<file path="src/rtl/fetch_unit_pkg.sv">
// Shared fetch-path types: next-PC select encodings, fetch FSM states, NOP word.
// The op controller imports the same pcsrc encodings.
package fetch_unit_pkg;

  localparam int unsigned XLEN = 32;

  localparam logic [XLEN-1:0] NOP = 32'h0000_0013;

  typedef enum logic [1:0] {
    PC_PLUS4  = 2'b00,
    PC_BRANCH = 2'b01,
    PC_JALR   = 2'b10,
    PC_RSVD   = 2'b11
  } pcsrc_e;

  typedef enum logic [1:0] {
    IDLE = 2'b00,
    REQ  = 2'b01,
    HOLD = 2'b10
  } fetch_state_e;

endpackage

</file>
<file path="src/rtl/fetch_unit_if.sv">
// Fetch unit bus: instruction-memory handshake, decoder output and next-PC controls.
import fetch_unit_pkg::*;

interface fetch_unit_if;
  pcsrc_e          pcsrc;
  logic [XLEN-1:0] imm_ext;
  logic [XLEN-1:0] alu_result;
  logic            instr_ready;
  logic            imem_ack;
  logic [XLEN-1:0] imem_rdata;
  logic            imem_req;
  logic [XLEN-1:0] imem_addr;
  logic [XLEN-1:0] instr;
  logic            instr_valid;
  logic [XLEN-1:0] pc;
  logic [XLEN-1:0] pc_plus4;

  // Fetch unit side.
  modport master (
    input  pcsrc, imm_ext, alu_result, instr_ready, imem_ack, imem_rdata,
    output imem_req, imem_addr, instr, instr_valid, pc, pc_plus4
  );

  // Memory / decoder / op-controller side.
  modport slave (
    output pcsrc, imm_ext, alu_result, instr_ready, imem_ack, imem_rdata,
    input  imem_req, imem_addr, instr, instr_valid, pc, pc_plus4
  );
endinterface

</file>
<file path="src/rtl/fetch_unit_next_pc_sel.sv">
// Combinational next-PC selection: sequential, branch/jal and jalr targets,
// all modulo 2^32 and word aligned.
import fetch_unit_pkg::*;

module next_pc_sel (
  input  logic [XLEN-1:0] pc_i,
  input  pcsrc_e          pcsrc_i,
  input  logic [XLEN-1:0] imm_ext_i,
  input  logic [XLEN-1:0] alu_result_i,
  output logic [XLEN-1:0] next_pc_o,
  output logic [XLEN-1:0] pc_plus4_o
);

  logic [XLEN-1:0] target;

  assign pc_plus4_o = pc_i + XLEN'(4);

  always_comb begin
    target = pc_plus4_o;
    unique case (pcsrc_i)
      PC_PLUS4:  target = pc_plus4_o;
      PC_BRANCH: target = pc_i + imm_ext_i;
      PC_JALR:   target = {alu_result_i[XLEN-1:1], 1'b0};
      default:   target = pc_plus4_o;
    endcase
  end

  // Fetch addresses are always word aligned.
  assign next_pc_o = {target[XLEN-1:2], 2'b00};

endmodule

</file>
<file path="src/rtl/fetch_unit.sv">
// Instruction fetch FSM: requests the word at pc, holds it for the decoder
// until retired, then advances pc to the selected target.
import fetch_unit_pkg::*;

module fetch_unit #(
  parameter logic [XLEN-1:0] RESET_PC = 32'h0000_0000
) (
  input logic         clk,
  input logic         rst,
  fetch_unit_if.master bus
);

  fetch_state_e    state_q;
  logic [XLEN-1:0] pc_q;
  logic [XLEN-1:0] instr_q;
  logic            instr_valid_q;
  logic            imem_req_q;
  logic [XLEN-1:0] pc_d;
  logic [XLEN-1:0] pc_plus4;

  next_pc_sel u_next_pc_sel (
    .pc_i         (pc_q),
    .pcsrc_i      (bus.pcsrc),
    .imm_ext_i    (bus.imm_ext),
    .alu_result_i (bus.alu_result),
    .next_pc_o    (pc_d),
    .pc_plus4_o   (pc_plus4)
  );

  // Acks outside REQ and retires outside HOLD fall through untouched.
  always_ff @(posedge clk or posedge rst) begin
    if (rst) begin
      state_q       <= IDLE;
      pc_q          <= RESET_PC;
      instr_q       <= NOP;
      instr_valid_q <= 1'b0;
      imem_req_q    <= 1'b0;
    end else begin
      unique case (state_q)
        IDLE: begin
          state_q    <= REQ;
          imem_req_q <= 1'b1;
        end
        REQ: begin
          if (bus.imem_ack) begin
            instr_q       <= bus.imem_rdata;
            instr_valid_q <= 1'b1;
            imem_req_q    <= 1'b0;
            state_q       <= HOLD;
          end
        end
        HOLD: begin
          if (bus.instr_ready) begin
            pc_q          <= pc_d;
            instr_valid_q <= 1'b0;
            imem_req_q    <= 1'b1;
            state_q       <= REQ;
          end
        end
        default: begin
          state_q       <= IDLE;
          instr_valid_q <= 1'b0;
          imem_req_q    <= 1'b0;
        end
      endcase
    end
  end

  assign bus.imem_req    = imem_req_q;
  assign bus.imem_addr   = pc_q;
  assign bus.instr       = instr_q;
  assign bus.instr_valid = instr_valid_q;
  assign bus.pc          = pc_q;
  assign bus.pc_plus4    = pc_plus4;

endmodule

</file>
<file path="src/flat_wrapper.sv">
// flat-port wrapper written by rule: the top's interface ports become plain ports
module fetch_unit_flat 
#(
  parameter logic [XLEN-1:0] RESET_PC = 32'h0000_0000
)
  (clk, rst, bus_pcsrc, bus_imm_ext, bus_alu_result, bus_instr_ready, bus_imem_ack, bus_imem_rdata, bus_imem_req, bus_imem_addr, bus_instr, bus_instr_valid, bus_pc, bus_pc_plus4);
  fetch_unit_if bus_i ();
  input logic clk;
  input logic rst;
  input wire logic [$bits(bus_i.pcsrc)-1:0] bus_pcsrc;
  input wire logic [$bits(bus_i.imm_ext)-1:0] bus_imm_ext;
  input wire logic [$bits(bus_i.alu_result)-1:0] bus_alu_result;
  input wire logic [$bits(bus_i.instr_ready)-1:0] bus_instr_ready;
  input wire logic [$bits(bus_i.imem_ack)-1:0] bus_imem_ack;
  input wire logic [$bits(bus_i.imem_rdata)-1:0] bus_imem_rdata;
  output wire logic [$bits(bus_i.imem_req)-1:0] bus_imem_req;
  output wire logic [$bits(bus_i.imem_addr)-1:0] bus_imem_addr;
  output wire logic [$bits(bus_i.instr)-1:0] bus_instr;
  output wire logic [$bits(bus_i.instr_valid)-1:0] bus_instr_valid;
  output wire logic [$bits(bus_i.pc)-1:0] bus_pc;
  output wire logic [$bits(bus_i.pc_plus4)-1:0] bus_pc_plus4;
  assign bus_i.pcsrc = bus_pcsrc;
  assign bus_i.imm_ext = bus_imm_ext;
  assign bus_i.alu_result = bus_alu_result;
  assign bus_i.instr_ready = bus_instr_ready;
  assign bus_i.imem_ack = bus_imem_ack;
  assign bus_i.imem_rdata = bus_imem_rdata;
  assign bus_imem_req = bus_i.imem_req;
  assign bus_imem_addr = bus_i.imem_addr;
  assign bus_instr = bus_i.instr;
  assign bus_instr_valid = bus_i.instr_valid;
  assign bus_pc = bus_i.pc;
  assign bus_pc_plus4 = bus_i.pc_plus4;
  fetch_unit #(.RESET_PC(RESET_PC)) u_core (.clk(clk), .rst(rst), .bus(bus_i));
endmodule
</file>
<file path="config.mk">
export PLATFORM = sky130hd
export DESIGN_NAME = fetch_unit_flat
export DESIGN_NICKNAME = d
export VERILOG_FILES = /design/src/rtl/fetch_unit_pkg.sv /design/src/rtl/fetch_unit_if.sv /design/src/rtl/fetch_unit_next_pc_sel.sv /design/src/rtl/fetch_unit.sv /design/src/flat_wrapper.sv
export SDC_FILE = /design/constraint.sdc
export NUM_CORES = 1
export LEC_CHECK = 0
export CORE_MARGIN = 1
export CORE_UTILIZATION = 44
export CTS_CLUSTER_DIAMETER = 150
export DETAILED_ROUTE_END_ITERATION = 12
export MAX_ROUTING_LAYER = met4
export PLACE_DENSITY_LB_ADDON = 0.25
export SLEW_MARGIN = 20
export SYNTH_ARGS = -nofsm -noshare
export SYNTH_HDL_FRONTEND = slang
export SYNTH_SLANG_ARGS = --single-unit
</file>
<file path="constraint.sdc">
create_clock -name clk -period 3.65 [get_ports clk]
set_input_delay 0.5475 -clock clk [delete_from_list [all_inputs] [get_ports clk]]
set_output_delay 0.5475 -clock clk [all_outputs]
set_load 0.01 [all_outputs]
</file>
### After elaboration in Yosys (flattened, before gate mapping)

Index checks and enable logic that the tools add are counted.

| operators by class | value |
|---|---|
| multiplexer cells | 10 |
| shift operators | 0 |
| equality and inequality tests | 6 |
| reduce and logical (&&, ||, !) cells | 5 |
| multipliers | 0 |
| divide/modulo/power cells | 0 |
| bitwise logic cells | 1 |
| add/subtract/negate cells | 2 |
| $lt $le $gt $ge | 0 |

Operators by type and width:

| operator | count |
|---|---|
| 32-bit case mux with 2 select lines | 1 |
| 32-bit by 3-bit adder with 32-bit output (second input constant) | 1 |
| 32-bit adder | 1 |
| 1-bit case mux with 3 select lines | 2 |
| 2-bit case mux with 3 select lines | 1 |
| 2-bit AND reduction | 3 |
| 2-bit by 1-bit == test with 1-bit output (second input constant) | 2 |
| 2-bit == test (second input constant) | 2 |
| 1-bit 2-to-1 mux | 4 |
| 2-bit 2-to-1 mux | 2 |
| 2-bit != test (second input constant) | 2 |
| 3-bit AND reduction | 1 |
| 2-bit logical NOT | 1 |
| 1-bit inverter | 1 |

| word-level totals | value |
|---|---|
| output and inout bits | 130 |
| memories kept | 0 |
| word-level logic and storage cells | 29 |
| bits in latches | 0 |
| bits in registers | 66 |
| RAM bits | 0 |
| bits in read-only memories | 0 |

### Longest topological paths before layout

Gate-level depths: netlist (run 1).

| logic depth | value |
|---|---|
| word-level depth | 3 |
| depth in mapped cells | 12 |
| depth with buffers taken out | 12 |

### Hierarchy

Synthesis (run 1) repeated with hierarchy kept, for this count alone.

| unflattened totals | value |
|---|---|
| cell total of the unflattened synthesis | 570 |
| area, all modules | 5679.2 sq um |

Modules (own cells, without submodules):

| module | times used | cells each | seq. area each (sq um) | area an instance (sq um) |
|---|---|---|---|---|
| fetch_unit | 1 | 179 | 1680.4 | 3025.4 |
| next_pc_sel | 1 | 391 | 0.0 | 2653.8 |

### Worst setup path before layout (run 1)

OpenSTA, ideal clock, no wires.

| timing path | value |
|---|---|
| path type | flip-flop to flip-flop |
| start | register u_core.pc_q[2], in the netlist u_core.bus.imem_addr[2] |
| end | register u_core.pc_q[24], in the netlist u_core.bus.imem_addr[24] |
| arrival time | 2.551 ns |
| period minus slack after synthesis | 2.676 ns |
| stages on the path, launching flop included | 13 |
| setup time | 0.126 ns |
| required time | 3.524 ns |
| slack | 0.974 ns |
| cell sequence | dfrtp_1 ha_1 inv_1 fa_1 nor2b_1 o2111ai_1 nand4_1 a21oi_1 o31ai_1 a31oi_1 xnor2_1 a221oi_1 nor2_1 |

| on the way | value |
|---|---|
| cells in the longest elaborated chain, start to end | 2 |
| elaborated cells on any way between the ends | 3 |

Ends and longest elaborated chain:

| item | line | text |
|---|---|---|
| start, declared | fetch_unit.sv:14 | `logic [XLEN-1:0] pc_q;` |
| start signal, assigned | fetch_unit.sv:54 | `pc_q <= pc_d;` |
| 32-bit by 3-bit adder with 32-bit output or 32-bit adder (tied branches) | fetch_unit_next_pc_sel.sv:16, fetch_unit_next_pc_sel.sv:22 |  |
| 32-bit case mux with 2 select lines (*) | fetch_unit_next_pc_sel.sv:20 | `unique case (pcsrc_i)` |

Every way passes the cells marked *; elsewhere a longest branch is shown, timed or not.
A chain may end at the register's enable or synchronous reset.

### Worst setup path in the final report (run 1)

| timing path | value |
|---|---|
| start | register u_core.pc_q[9], in the netlist u_core.bus.imem_addr[9] |
| end | output port bus_pc_plus4[26] |

| on the way | value |
|---|---|
| cells in the longest elaborated chain, start to end | 1 |

Ends and longest elaborated chain:

| item | line | text |
|---|---|---|
| 32-bit by 3-bit adder with 32-bit output | fetch_unit_next_pc_sel.sv:16 | `assign pc_plus4_o = pc_i + XLEN'(4);` |
| end, declared | flat_wrapper.sv:21 | `output wire logic [$bits(bus_i.pc_plus4)-1:0] bus_pc_plus4;` |

No other way between the ends.

==> results of run 1 <==
==> worst register-to-register path, cell delays in order, from the launching register on <==
cell	delay [ns]
dfrtp_1	0.38
buf_4	0.17
ha_1	0.24
inv_1	0.09
fa_1	0.21
nor2b_1	0.07
o2111ai_1	0.22
nand4_1	0.20
a21o_1	0.20
a21oi_1	0.29
a31oi_1	0.20
xor2_1	0.19
a311oi_1	0.33
a21oi_1	0.07
==> registers in the layout, summed over array words and instances, names as in the netlist <==
register,cells
u_core.bus.instr,32
u_core.state_q,2
u_core.bus.imem_addr,30
u_core.bus.instr_valid,1
==> cells in the final DEF, fill, tap and decap left out, types with 6 or more instances in the layout <==
| cell | count |
|---|---|
| o22ai_1 | 10 |
| and3_2 | 6 |
| nand2_1 | 51 |
| a221oi_1 | 15 |
| o21a_1 | 9 |
| xor2_1 | 20 |
| nor3_1 | 7 |
| a31oi_1 | 14 |
| o21ai_0 | 36 |
| a21oi_1 | 59 |
| nor2_1 | 32 |
| buf_4 | 16 |
| a21o_1 | 11 |
| xnor2_1 | 31 |
| ha_1 | 32 |
| and3_1 | 6 |
| clkdlybuf4s50_1 | 221 |
| nand4_1 | 10 |
| o31ai_1 | 9 |
| clkbuf_16 | 9 |
| nand3_1 | 12 |
| dfrtp_1 | 62 |
| conb_1 | 6 |
| mux2_2 | 32 |
| inv_1 | 24 |
==> cell families after synthesis <==
group	count (synthesis)	synth area share [%]
AO/OA/AOI/OAI	202	23.8
other	1	0.0683
flip-flops	65	29.7
buffers and inverters	90	8.96
multiplexers	35	7.12
adder cells (fa/ha/maj)	33	7.66
XOR/XNOR	51	8.14
AND/OR/NAND/NOR	155	14.6
==> area by class of cell <==
| cell class | count | area share (%) |
|---|---|---|
| clock buffers | 9 | 2.83 |
| flip-flops and latches | 65 | 20.5 |
| clock inverters | 7 | 0.882 |
| multi-input cells | 482 | 42.6 |
| inverters | 25 | 1.18 |
| repair buffers | 237 | 29.3 |
| well taps | 168 | 2.64 |
==> per-stage QoR <==
step                util (%)  setup WS [ns]  instance area, µm²  hold slack [ns]  std cells
floorplan                  -          0.974                5510            0.488        637
global placement        63.4          0.258                7650            0.485        977
detailed placement      63.4          0.222                7650            0.492        977
CTS                     65.9         0.0209                7950            0.504        993
global route            65.9         0.0306                7950            0.516        993
finish                  65.9          0.138                7950            0.503        993
==> path summary, 6_finish.rpt <==
path	from	endpoint	slack [ns]	cells after the start
worst max-delay path	u_core.bus.imem_addr[9]$_DFFE_PP0P_	bus_pc_plus4[26]	0.14	7
worst min-delay path	u_core.bus.instr[8]$_DFFE_PP0P_	u_core.bus.instr[8]$_DFFE_PP0P_	0.50	1
worst max register to register	u_core.bus.imem_addr[2]$_DFFE_PP0P_	u_core.bus.imem_addr[22]$_DFFE_PP0P_	0.67	13
worst min register to register	u_core.bus.instr[8]$_DFFE_PP0P_	u_core.bus.instr[8]$_DFFE_PP0P_	0.50	1
max in group asynchronous	rst	u_core.bus.instr[20]$_DFFE_PP0P_	2.09	3
min in group asynchronous	rst	u_core.bus.imem_addr[21]$_DFFE_PP0P_	0.77	2
==> metal layers <==
metal	part of all wire, %	track usage, %	wire, µm
met5	0	-	0
met4	2.0	9.39	349
met3	7.7	4.89	1360
met2	49	47.7	8600
met1	42	33.9	7410
==> report_power, final <==
group	internal [mW]	switching [mW]
combinational	2.29	1.98
clock	0.528	0.338
sequential	1.09	0.432
total	3.91	2.75
==> metrics, run 1 <==
total power=6.66 mW; initial antenna violation count=0; Hold WC Path Type=reg -> reg; Worst-Skew Late Latency=0.34 ns; Buffers on Ports=221; Max stage delay on crit path=0.58 ns; Pwr Density=837 nW/µm²; Via Count=5631; CP startpoint kind=register; top cell type's share of synthesized area=28.3%; n_diodes=0; WP buf/inv=1; crit path time final=3.51 ns; Top FF cell, synth=dfrtp_1; GRT overflow=0; Std-Cell Rows=40; Worst Path Required=3.10 ns; Yosys warning total=0; Post-CTS Hold Buffers=0; largest net degree at the start of global routing=47; routed wire length per instance=17.8 µm; TritonCTS clock tree=yes; post-synth top area cell=dfrtp_1; gpl congestion=0.953; H-tree depth=3; final hold vios=0; Die Y=114 µm; synth top area cells=dfrtp_1, ha_1, mux2_2; Pre-antenna DRT Iters=5; nets=955; DIE WIDTH=114 µm; CP delay by family, top=simple AND/OR/NAND/NOR gates; Slew Limit Fails=0; worst slew pin tran=0.976 ns; fmax=0.285 GHz; # DRC=0; Cells after Synth=632; final WL=17.7 mm; vias per cell=5.67; clk slew on worst S/H paths=0.06 ns; die area=12900 µm²; crit path kind=reg -> out; Setup Skew=0.0106 ns; Post-Syn Area=5490 µm²; Max VDD drop=0.410 mV; Filler Cells Inserted=1002; Netlist cell types=62; most common cell in the netlist=dfrtp_1; endpoints failing setup=0; status=finished, final reports clean; CP max FO=10; Slew headroom=34.9%; Total GRT Usage=28.2%; Post-DP HPWL=13.2 mm; RSZ-0062 raised after global routing=no; Starting DRT DRC Count=357; critical path, cell by cell=nand4_2, or2_4, nor2_2, and3_1, and4_1, xnor2_1, clkdlybuf4s50_1; CTS sink count=65; highest-delay cell along the critical path=clkdlybuf4s50_1; Synth top cells by count=dfrtp_1, a21oi_1, nand2_1; clk root buf=clkbuf_16; Multi-input gate area=3390 µm²; register bit total from synthesis=65; Crit. End Element=primary output; global-route wire length before repair=27.7 mm; CP arrival=2.96 ns; Async S/R FF share, synth=100%; Starting Density=45.5%; vias in the first global route=5422; Reg area=1630 µm²; CORE AREA=12100 µm²; maximum clock path buffer count=2; CTS-repair resized insts=0; ANT nets after route=0; Final period util=96.2%; Post-CTS Setup Inserts=0; Syn Area/Cell=8.68 µm²; cell leakage power=3.31 nW; register area share after synthesis=29.7%; synth-to-layout area growth=44.9%; # IOs=232; layout cell share with drive strength beyond 1=10.4%; Setup TNS=0 ns; number of synthesized flops with an enable pin=0; Max Cap Violations=0; CTS buffer count=9
(Power assumes the default switching activity.)
==> run 2: changes to the inputs <==
--- a/config.mk
+++ b/config.mk
@@ -6,7 +6,8 @@
 export NUM_CORES = 1
 export LEC_CHECK = 0
 export CORE_MARGIN = 1
-export CORE_UTILIZATION = 44
+export CORE_UTILIZATION = 45
+export CTS_BUF_LIST = sky130_fd_sc_hd__clkbuf_4 sky130_fd_sc_hd__clkbuf_8
 export CTS_CLUSTER_DIAMETER = 150
 export DETAILED_ROUTE_END_ITERATION = 12
 export MAX_ROUTING_LAYER = met4
==> constraint.sdc (replaced) <==
create_clock -name clk -period 3.65 [get_ports clk]
set_input_delay 0.5475 -clock clk [delete_from_list [all_inputs] [get_ports clk]]
set_output_delay 0.5475 -clock clk [all_outputs]
set_load 0.1 [all_outputs]
==> metrics, run 2 (synthesis results as in run 1) <==
worst slew pin tran=1.01 ns; routed wire length per instance=18.5 µm; Core Util, Final=68.0%; initial antenna violation count=1; Max stage delay on crit path=0.51 ns; DIE WIDTH=112 µm; final WL=17.8 mm; Setup Skew=0.0120 ns; synth-to-layout area growth=44.5%; vias per cell=5.78; Via Count=5570; WP buf/inv=1; Starting Density=47.0%; Std-Cell Rows=39; highest-delay cell along the critical path=dfrtp_1; vias in the first global route=5565; # IOs=232; Hold WC Path Type=reg -> reg; clk root buf=clkbuf_8; endpoints failing setup=0; commonest non-fill, non-tap cell in the layout=clkdlybuf4s50_1; Die Y=112 µm; Filler Cells Inserted=964; crit path time final=3.37 ns; gpl congestion=0.979; CORE AREA=11700 µm²; # DRC=0; layout cell share with drive strength beyond 1=16.1%; die area=12600 µm²; status=finished, final reports clean; Slew headroom=32.5%; clk slew on worst S/H paths=0.07 ns; final hold slack=0.506 ns; CP delay by family, top=simple AND/OR/NAND/NOR gates; CTS-repair resized insts=0; Worst-Skew Late Latency=0.35 ns; largest net degree at the start of global routing=66; global-route wire length before repair=27.9 mm; Worst Path Required=3.10 ns; Multi-input gate area=3560 µm²; CP arrival=2.82 ns; Post-DP HPWL=13.5 mm; Crit. End Element=primary output; H-tree depth=3; CP startpoint kind=register; final hold vios=0; design area=7930 µm²; critical path, cell by cell=ha_1, nand4_1, nor2_1, and3_1, and4_1, xnor2_2, buf_12; Starting DRT DRC Count=299; CP Depth=7; Buffers on Ports=221; DP Area=7730 µm²; Final period util=92.2%; fmax=0.297 GHz; Hold Path Depth=1; nets=950; most frequent cells in the layout=clkdlybuf4s50_1, dfrtp_1, a21oi_1; ANT nets after route=0; RSZ-0062 raised after global routing=no; Post-CTS Hold Buffers=0; max reg flops=32; Setup TNS=0 ns; worst reg2reg setup slack=0.65 ns; CTS buffer count=9; Pre-antenna DRT Iters=5; Post-CTS Setup Inserts=0; GRT overflow=0; Worst R2R Path Depth=12; Slew Limit Fails=0; maximum clock path buffer count=2; Max Cap Violations=0; Total GRT Usage=29.0%; Reg area=1630 µm²; CTS sink count=65; crit path kind=reg -> out; CP max FO=9; TritonCTS clock tree=yes
[run 2: final timing paths]
path                                                     start                                    to
min                           u_core.bus.instr[27]$_DFFE_PP0P_      u_core.bus.instr[27]$_DFFE_PP0P_
min in group asynchronous                                  rst      u_core.bus.instr[27]$_DFFE_PP0P_
max reg2reg                u_core.bus.imem_addr[2]$_DFFE_PP0P_  u_core.bus.imem_addr[24]$_DFFE_PP0P_
max in group asynchronous                                  rst  u_core.bus.imem_addr[17]$_DFFE_PP0P_
min reg2reg                   u_core.bus.instr[27]$_DFFE_PP0P_      u_core.bus.instr[27]$_DFFE_PP0P_
max                        u_core.bus.imem_addr[3]$_DFFE_PP0P_                      bus_pc_plus4[26]
[run 2: worst reg2reg max path, cell delays in order (launching register included)]
cell	delay, ns
dfrtp_1	0.44
ha_1	0.24
inv_1	0.07
fa_1	0.41
nor2b_1	0.18
o2111ai_1	0.16
nand4_1	0.17
a21oi_1	0.17
o31ai_1	0.42
a31oi_1	0.16
xnor2_1	0.15
a221oi_1	0.25
nor2_1	0.07
[run 2: through the flow]
step	instances	setup WS [ns]
2_1_floorplan	637	-0.110
3_3_place_gp	947	0.188
3_5_place_dp	947	0.143
4_1_cts	963	0.302
5_1_grt	964	0.128
6_report	964	0.285
[run 2: per-layer routing]
layer  routed length [µm]  up-vias  track usage (%)
li1                     -     2639                -
met1                 7620     2591             35.2
met2                 8390      300             47.3
met3                 1330       40             5.02
met4                  480        0             13.0
met5                    0        -                -
[run 2: final cells by class]
cell class,instances,share of cell area [%]
Clock inverter,5,0.710
Tap cell,143,2.26
Antenna cell,1,0.0316
Sequential cell,65,20.6
Clock buffer,11,1.75
Inverter,25,1.18
Multi-Input combinational cell,482,44.9
Timing Repair Buffer,232,28.6
Power of run 2 is left out: the tool's default activity adds up to more than one toggle a clock period on the data nets, which glitch-free logic cannot reach.
